===== config.mk =====
export PLATFORM = sky130hd
export DESIGN_NAME = stack_mem_ctrl
export DESIGN_NICKNAME = d
export VERILOG_FILES = /design/src/rtl/stack_pkg.sv /design/src/rtl/stack_ptr_unit.sv /design/src/rtl/stack_mem_ctrl.sv
export SDC_FILE = /design/constraint.sdc
export NUM_CORES = 1
export LEC_CHECK = 0
export ABC_CLOCK_PERIOD_IN_PS = 4230
export BUFFER_PORTS_ARGS = -buffer_cell sky130_fd_sc_hd__buf_2
export CAP_MARGIN = 20
export CELL_PAD_IN_SITES_DETAIL_PLACEMENT = 2
export CELL_PAD_IN_SITES_GLOBAL_PLACEMENT = 2
export CORE_ASPECT_RATIO = 0.7
export CORE_MARGIN = 4
export CORE_UTILIZATION = 30
export DETAILED_ROUTE_END_ITERATION = 16
export HOLD_SLACK_MARGIN = 0.06
export PLACE_DENSITY_LB_ADDON = 0.1
export SYNTH_ARGS = -nofsm -noshare
export SYNTH_HDL_FRONTEND = slang
export SYNTH_SLANG_ARGS = --single-unit
export TNS_END_PERCENT = 5

===== constraint.sdc =====
create_clock -name clka -period 4.23 [get_ports clka]
set_clock_uncertainty 0.05 [all_clocks]
set_input_delay 0.6345 -clock clka [delete_from_list [all_inputs] [get_ports clka]]
set_output_delay 0.6345 -clock clka [all_outputs]
set_load 0.1 [all_outputs]

===== src/rtl/stack_pkg.sv =====
// Shared op encodings, FSM states and default geometry for the stack controller
// that sits in front of blockMemory16.
package stack_pkg;

    localparam logic [1:0] OP_NOP  = 2'b00;
    localparam logic [1:0] OP_PUSH = 2'b01;
    localparam logic [1:0] OP_POP  = 2'b10;
    localparam logic [1:0] OP_PEEK = 2'b11;

    typedef enum logic [1:0] {
        IDLE,
        WRITE,
        RD_ADDR,
        RD_CAPT
    } state_t;

    localparam int         DEFAULT_DATA_W    = 16;
    localparam int         DEFAULT_ADDR_W    = 10;
    localparam logic [9:0] DEFAULT_BASE_ADDR = 10'h200;
    localparam int         DEFAULT_DEPTH     = 256;

endpackage


===== src/rtl/stack_ptr_unit.sv =====
// Stack occupancy counter with saturating inc/dec, full/empty decode and
// BASE_ADDR-relative address generation (modulo 2**ADDR_W).
module stack_ptr_unit #(
    parameter int               ADDR_W    = 10,
    parameter logic [ADDR_W-1:0] BASE_ADDR = 10'h200,
    parameter int               DEPTH     = 256,
    parameter int               CNT_W     = $clog2(DEPTH) + 1
) (
    input  logic              clka,
    input  logic              rst_n,
    input  logic              inc,
    input  logic              dec,
    output logic [CNT_W-1:0]  count,
    output logic              full,
    output logic              empty,
    output logic [ADDR_W-1:0] push_addr,
    output logic [ADDR_W-1:0] top_addr
);

    assign full  = (count == CNT_W'(DEPTH));
    assign empty = (count == '0);

    // Saturation is enforced here as well, so a stray inc/dec can never wrap the count.
    always_ff @(posedge clka or negedge rst_n) begin
        if (!rst_n) begin
            count <= '0;
        end else if (inc && !full) begin
            count <= count + CNT_W'(1);
        end else if (dec && !empty) begin
            count <= count - CNT_W'(1);
        end
    end

    assign push_addr = BASE_ADDR + ADDR_W'(count);
    assign top_addr  = push_addr - ADDR_W'(1);

endmodule


===== src/rtl/stack_mem_ctrl.sv =====
// Push/pop/peek stack controller driving blockMemory16 (1-cycle synchronous read).
// Optional macro STACK_PEEK_EN enables op 11 PEEK; without it op 11 is absorbed as a NOP.
module stack_mem_ctrl
    import stack_pkg::*;
#(
    parameter int                DATA_W    = DEFAULT_DATA_W,
    parameter int                ADDR_W    = DEFAULT_ADDR_W,
    parameter logic [ADDR_W-1:0] BASE_ADDR = ADDR_W'(DEFAULT_BASE_ADDR),
    parameter int                DEPTH     = DEFAULT_DEPTH,
    localparam int               CNT_W     = $clog2(DEPTH) + 1
) (
    input  logic              clka,
    input  logic              rst_n,
    input  logic              req_valid,
    output logic              req_ready,
    input  logic [1:0]        req_op,
    input  logic [DATA_W-1:0] req_data,
    output logic              resp_valid,
    output logic [DATA_W-1:0] resp_data,
    output logic              full,
    output logic              empty,
    output logic [CNT_W-1:0]  count,
    output logic              overflow_err,
    output logic              underflow_err,
    output logic              mem_we,
    output logic [ADDR_W-1:0] mem_addr,
    output logic [DATA_W-1:0] mem_din,
    input  logic [DATA_W-1:0] mem_dout
);

    if (int'(BASE_ADDR) + DEPTH > 2 ** ADDR_W) begin : g_bad_window
        $error("stack_mem_ctrl: BASE_ADDR + DEPTH exceeds the memory address space");
    end

    state_t            state;
    logic              accept;
    logic              op_read;
    logic              inc;
    logic              dec;
    logic [ADDR_W-1:0] push_addr;
    logic [ADDR_W-1:0] top_addr;

    assign accept = req_valid && req_ready;

`ifdef STACK_PEEK_EN
    assign op_read = (req_op == OP_POP) || (req_op == OP_PEEK);
`else
    assign op_read = (req_op == OP_POP);
`endif

    // Only POP moves the pointer on a read; PEEK leaves the top of stack in place.
    assign inc = accept && (req_op == OP_PUSH) && !full;
    assign dec = accept && (req_op == OP_POP) && !empty;

    stack_ptr_unit #(
        .ADDR_W    (ADDR_W),
        .BASE_ADDR (BASE_ADDR),
        .DEPTH     (DEPTH),
        .CNT_W     (CNT_W)
    ) u_ptr (
        .clka      (clka),
        .rst_n     (rst_n),
        .inc       (inc),
        .dec       (dec),
        .count     (count),
        .full      (full),
        .empty     (empty),
        .push_addr (push_addr),
        .top_addr  (top_addr)
    );

    always_ff @(posedge clka or negedge rst_n) begin
        if (!rst_n) begin
            state         <= IDLE;
            req_ready     <= 1'b1;
            resp_valid    <= 1'b0;
            resp_data     <= '0;
            overflow_err  <= 1'b0;
            underflow_err <= 1'b0;
            mem_we        <= 1'b0;
            mem_addr      <= BASE_ADDR;
            mem_din       <= '0;
        end else begin
            resp_valid    <= 1'b0;
            overflow_err  <= 1'b0;
            underflow_err <= 1'b0;
            case (state)
                IDLE: begin
                    if (accept) begin
                        if (req_op == OP_PUSH) begin
                            if (full) begin
                                overflow_err <= 1'b1;
                            end else begin
                                mem_we    <= 1'b1;
                                mem_addr  <= push_addr;
                                mem_din   <= req_data;
                                state     <= WRITE;
                                req_ready <= 1'b0;
                            end
                        end else if (op_read) begin
                            if (empty) begin
                                underflow_err <= 1'b1;
                            end else begin
                                mem_we    <= 1'b0;
                                mem_addr  <= top_addr;
                                state     <= RD_ADDR;
                                req_ready <= 1'b0;
                            end
                        end
                    end
                end
                WRITE: begin
                    mem_we    <= 1'b0;
                    state     <= IDLE;
                    req_ready <= 1'b1;
                end
                RD_ADDR: begin
                    state <= RD_CAPT;
                end
                RD_CAPT: begin
                    resp_data  <= mem_dout;
                    resp_valid <= 1'b1;
                    state      <= IDLE;
                    req_ready  <= 1'b1;
                end
                default: begin
                    state     <= IDLE;
                    req_ready <= 1'b1;
                end
            endcase
        end
    end

endmodule


### After elaboration in Yosys (flattened, before gate mapping)

Cells that the tools add are included.

* shift-type cells: 0
* equality and inequality tests: 12
* muxes and demuxes: 32
* order comparisons: 0
* bitwise operators: 1
* multipliers: 0
* divide/modulo/power cells: 0
* reductions and logical operators: 21
* add/sub/neg operators: 4

Operators with widths (count)
* 2-to-1 mux 10 bit: 4
* 2-to-1 mux 1 bit: 18
* 2-to-1 mux 9 bit: 2
* AND reduction 5 bit: 3
* adder 10 x 9 -> 10 bit, first input constant: 1
* 2-to-1 mux 2 bit: 5
* subtractor 10 x 1 -> 10 bit, second input constant: 1
* adder 9 x 1 -> 9 bit, second input constant: 1
* equality test 9 bit, second input constant: 1
* logical NOT 9 bit: 1
* != test 3 bit, second input constant: 3
* subtractor 9 x 1 -> 9 bit, second input constant: 1
* AND reduction 4 bit: 2
* nonzero test 2 bit: 4
* logical AND 1 bit: 7
* equality test 2 bit, second input constant: 3
* != test 2 bit, second input constant: 3
* one-hot mux 2 bit (3 select lines): 1
* equality test 2 x 1 -> 1 bit, second input constant: 2
* one-hot mux 1 bit (2 select lines): 2
* logical NOT 1 bit: 2
* logical NOT 2 bit: 1
* OR reduction 2 bit: 1
* NOT 1 bit: 1

* latch bits: 0
* bits in registers: 58
* input port bits: 37
* bits in read-only memories: 0
* memory bits (writable): 0
* memories kept: 0
* logic and storage cells: 80

### Logic depth before layout (Yosys ltp)

* word-level depth: 6
* gate-level depth with buffers: 12

### Hierarchy

A second synthesis with hierarchy kept.

* cell total of the unflattened synthesis: 249
* area total of the unflattened synthesis: 3031.7 sq um

By module, submodules not included
* stack_mem_ctrl: area each 2079.5 sq um, sequential area each 1228.7 sq um, cells an instance 138, instances 1
* stack_ptr_unit: area each 952.2 sq um, sequential area each 225.2 sq um, cells an instance 111, instances 1

### Worst setup path before layout

OpenSTA, ideal clock, no wires.

* path type: flip-flop to output port
* from: reg u_ptr.count[0]
* to: out empty
* path buffers: 1
* cell stages (with the launch flop): 7
* slack: 266 ps
* arrival time: 3280 ps
* required time: 3546 ps
* cell sequence: dfrtp_1 -> inv_1 -> ha_1 -> or3b_2 -> or2_1 -> buf_6 -> nor2_1

* word-level cells in the longest chain between the ends: 1

RTL lines
* start: declaration: line stack_ptr_unit.sv:13 `output logic [CNT_W-1:0] count,`
* start signal: assignment: line stack_ptr_unit.sv:28 `count <= count + CNT_W'(1);`
* start signal: assignment: line stack_ptr_unit.sv:30 `count <= count - CNT_W'(1);`
* logical NOT 9 bit: line stack_ptr_unit.sv:21 `assign empty = (count == '0);`
* end: declaration: line stack_mem_ctrl.sv:21 `output logic empty,`

Every way passes these cells.

### Worst setup path in the final report

* from: reg u_ptr.count[0]
* to: reg u_ptr.count[8]

* word-level cells in the longest chain between the ends: 5

RTL lines
* branches (longest 5 deep; another with subtractor 9 x 1 -> 9 bit)

Several ways; the timed one is not identified. The select of a mux whose other input is x is not followed.
A chain may end at the register's enable or synchronous reset.

==> results list <==
- For this run, the post-layout net count is 378.
* Reported net switching power: 347 µW
- The critical path is of the register to register type.
* Logic gate share of total power: 0.088
* Worst setup path endpoint: u_ptr.count[8]
- By area, the combinational part of the netlist is dominated by multiplexers.
* Count of clock tree sinks: 58
- For this configuration, the core starts out at a cell density of 0.309.
- Worst slack at placement: 0.599 ns
- Switching share of power: 0.257
- Counting both buffers and inverters, the worst setup path holds a total of 1.
- The final layout contains routed wiring with a total length of 7940 µm.
- For this run the aggregate overflow at the end of global routing stands at 0.
- In this run, post-CTS repair resized a total of 0 instances.
- Number of levels in the clock H-tree: 3
* Post-synth top area share: 0.498
* Port Buffers: 94
- For this run, the top clock speed supported by timing is 0.275 GHz.
* Post-route setup TNS: 0 ns
* Top cell type by total area after synthesis: sky130_fd_sc_hd__dfrtp_1
- Count of distinct cell types in the synthesized netlist: 38
- Dividing the final minimum period by the clock period gives 0.859.
- Detailed placement finished with a half-perimeter wire length of 5960 µm.
- STA classifies the critical path endpoint as a register.
- Max-slew headroom at the worst pin: 0.456
- Counting the buffers created by CTS gives 9.
- Count of endpoints failing hold in the final timing report: 0
* Post-Place Cells: 442
* Pins over their slew limit: 0
* Setup repair after global routing missed its margin: no
- Worst min path class: input pin to asynchronous set/reset pin
- Counting flops with an async set or reset pin after synthesis yields a share of 1.00.
- Compound-Gate Fraction of Synth Area: 0.0788
* Number of hold-repair buffers added at the cts stage: 0
* Post-Synth XOR/XNOR Area: 0.0467
* Clock latency of the later-clocked register in the worst-skew pair: 0.33 ns
* Timing startpoint of the critical path: u_ptr.count[0]
- Arrival @ worst endpoint: 3.79 ns
- Main flop type after synthesis: sky130_fd_sc_hd__dfrtp_1
- The tree is rooted in a sky130_fd_sc_hd__clkbuf_16.
* List of most frequent post-synthesis cells: sky130_fd_sc_hd__dfrtp_1 (56), sky130_fd_sc_hd__mux2_2 (40), sky130_fd_sc_hd__nor2_1 (20)
- Summing every instance area after synthesis gives 2810 µm².
- Die Outline Area: 11000 µm²
- From bottom edge to top edge, the die measures 89.0 µm.
- For this run, the register share of the synthesized area comes to 0.517.
- Post-synthesis adder-cell area fraction: 0.0561
- Number of ports placed on the die boundary: 95
- The worst path meets setup with 0.596 ns of slack.
- Largest delay contributor family on the critical path: simple AND/OR/NAND/NOR gates
- Count of flip-flops with a built-in enable after synthesis: 0
- The via count of the first global-routing pass is 2367.
* Final setup violation count: 0
- Of the cells placed in the final design, the portion with a size suffix greater than 1 is 0.473.
- Synthesized net count: 284
- The endpoint identified for the worst register-to-register timing path is u_ptr.count[8].
- Entering global routing, the biggest net connects 37 pins.
* Number of warnings reported in the yosys synthesis log: 0
* Power Internal: 1.00 mW
- Max Cap Violations: 0
* Overall fraction of global-route tracks in use: 0.152
- Buffer depth of the longest clock path: 2
- The largest individual stage delay along the critical path comes from the cell sky130_fd_sc_hd__or3b_2.
* Via/cell ratio: 4.71
- Remaining antenna violation count: 0
- The average instance in the mapped netlist occupies 12.0 µm².
- Compared with the post-synthesis result, the final layout area differs by 30.1%.
- Routed vias: 2158
* TritonCTS clock tree: yes
- For the finished layout, the period the worst path requires is 3.63 ns.
* Core area: 9110 µm²
- Final cell count without fillers: 458
- The number of cells on the worst reg-to-reg path is 11.
- After the first detailed-routing iteration, the DRC count stood at 80.
* Drc violations: 0
* Multiplexer share of the synthesized area: 0.164
- In the post-synthesis netlist, the biggest area contributors are sky130_fd_sc_hd__dfrtp_1 (50%), sky130_fd_sc_hd__mux2_2 (16%), sky130_fd_sc_hd__ha_1 (4.9%), sky130_fd_sc_hd__xnor2_1 (3.1%), sky130_fd_sc_hd__a21oi_1 (2.8%).
- The worst setup path is launched from a register.
* Final design utilization: 0.402
* Crit path required time: 4.38 ns
* Clock power frac: 0.491
- Outcome: finished, final reports clean
- The initial antenna violation count came to 0.
* Synthesized flop and latch total: 58
- For the pin with the worst max-slew slack, the measured transition is 0.817 ns.
- For this design the static power due to leakage is 1.95 nW.
- Top-count cell post-synth: sky130_fd_sc_hd__dfrtp_1
- Final weighted congestion in routability-driven placement: 0.795
* Clock-pin slew of the registers on the worst-case setup and hold paths: 0.05 ns
- Dividing the detail-routed wire length by the instance count gives 17.3 µm.
- After clock tree synthesis, the setup repair step added 0 buffers.
- Of the total synthesized cell area, the portion taken by AND, OR, NAND and NOR gates is 0.103.
* Sequential fraction of design power: 0.421
- Of all nets on the critical path, the largest fanout is 8.
* Wire length of the first global-routing pass: 12500 µm
- After floorplanning, the core was divided into 29 placement rows.
* Number of iterations in the first detailed-routing pass: 4
* Crit Reg-Reg Startpoint: u_ptr.count[0]
- Worst supply voltage drop on vdd: 214 µV
* Minimum setup slack among reg-to-reg paths: 0.60 ns
- Ant. Diodes: 0
- After technology mapping, the gate count stands at 235.
- Traced cell by cell, the critical path runs through inv_1, ha_1, or3b_2, or3_1, nand3_1, ha_1, a21oi_1, a21oi_1, and3b_1, mux2i_1, a211oi_1.
- WP depth: 11
- Die X-Extent: 124 µm
* Power density over the cells: 368 nW/µm²
* Highest cell delay on the worst timing path: 0.50 ns
-- how the worst min path moves through the flow --
stage	startpoint	endpoint	slack, ns	depth (start not counted)
6_report	rst_n	resp_data[9]	0.35	1
5_1_grt	rst_n	resp_data[9]	0.42	1
4_1_cts	rst_n	resp_data[9]	0.39	1
3_5_place_dp	resp_data[0]	resp_data[0]	0.44	1
3_3_place_gp	resp_data[10]	resp_data[10]	0.43	1
2_1_floorplan	rst_n	mem_addr[0]	0.29	0
-- through the flow --
stage               cell area (µm²)  total power [mW]  hold slack (ns)
global route                   3660              1.41            0.421
global placement               3390             0.695            0.432
CTS                            3660              1.37            0.389
finish                         3660              1.35            0.349
floorplan                      2810             0.653            0.289
detailed placement             3390             0.697            0.439
-- layer usage --
metal	routed length, µm	share of wire	up-vias	GRT usage
met5	0	0	-	0
met3	518	0.065	10	0.0651
met2	3710	0.47	58	0.239
met4	114	0.014	0	0.0492
li1	-	-	1019	-
met1	3600	0.45	1071	0.191
-- power groups by stage --
stage | Combinational, mW | Clock [mW] | Sequential, mW
final | 0.118 | 0.662 | 0.567
after CTS | 0.121 | 0.682 | 0.567
after floorplan | 0.0190 | 0 | 0.634
after global placement | 0.119 | 0 | 0.576
after detailed placement | 0.121 | 0 | 0.576
after global routing | 0.127 | 0.715 | 0.568
-- cells by family after synthesis --
family	Yosys count
AOI/OAI and AO/OA	33
xor gates and xnor gates	15
adders and majority gates	12
buffers and inverters	21
DFF	58
muxes	41
and+or+nand+nor	55
-- registers in the layout, indices dropped and copies added, names as in the netlist --
signal / cells
mem_din: 16
resp_data: 16
mem_addr: 10
u_ptr.count: 9
state: 2
mem_we: 1
overflow_err: 1
req_ready: 1
resp_valid: 1
underflow_err: 1
-- area by class of cell --
type	instances	area, µm²
repair buffers	96	485
well taps	124	155
inverters	8	30.0
fillers	967	5450
clock inverters	5	30.0
multi-input cells	156	1260
flip-flops and latches	58	1450
clock buffers	11	243
-- cell usage in the layout, fill, tap and decap left out, drive strengths merged --
cell type / Yosys / final
clkbuf: 9 / 11
or4: 1 / 1
a21o: 3 / 3
nand4: 4 / 4
o31ai: 2 / 2
nor2b: 1 / 1
o41ai: 2 / 2
buf: 4 / 96
or2: 2 / 2
mux2: 40 / 40
fa: 1 / 1
and4: 1 / 1
nand2: 8 / 8
xor2: 5 / 5
nor2: 20 / 20
ha: 11 / 11
xnor2: 10 / 10
or3: 1 / 1
o21ai: 2 / 2
dfrtp: 56 / 56
inv: 8 / 8
nor3: 3 / 3
o311ai: 1 / 1
nor4: 2 / 2
a31oi: 5 / 5
a211oi: 1 / 1
a21oi: 16 / 16
dfstp: 2 / 2
clkinv: 0 / 3
and2: 1 / 1
nand3: 7 / 7
o311a: 1 / 1
and3b: 3 / 3
clkinvlp: 0 / 2
mux2i: 1 / 1
or3b: 1 / 1
(Power assumes the default switching activity.)
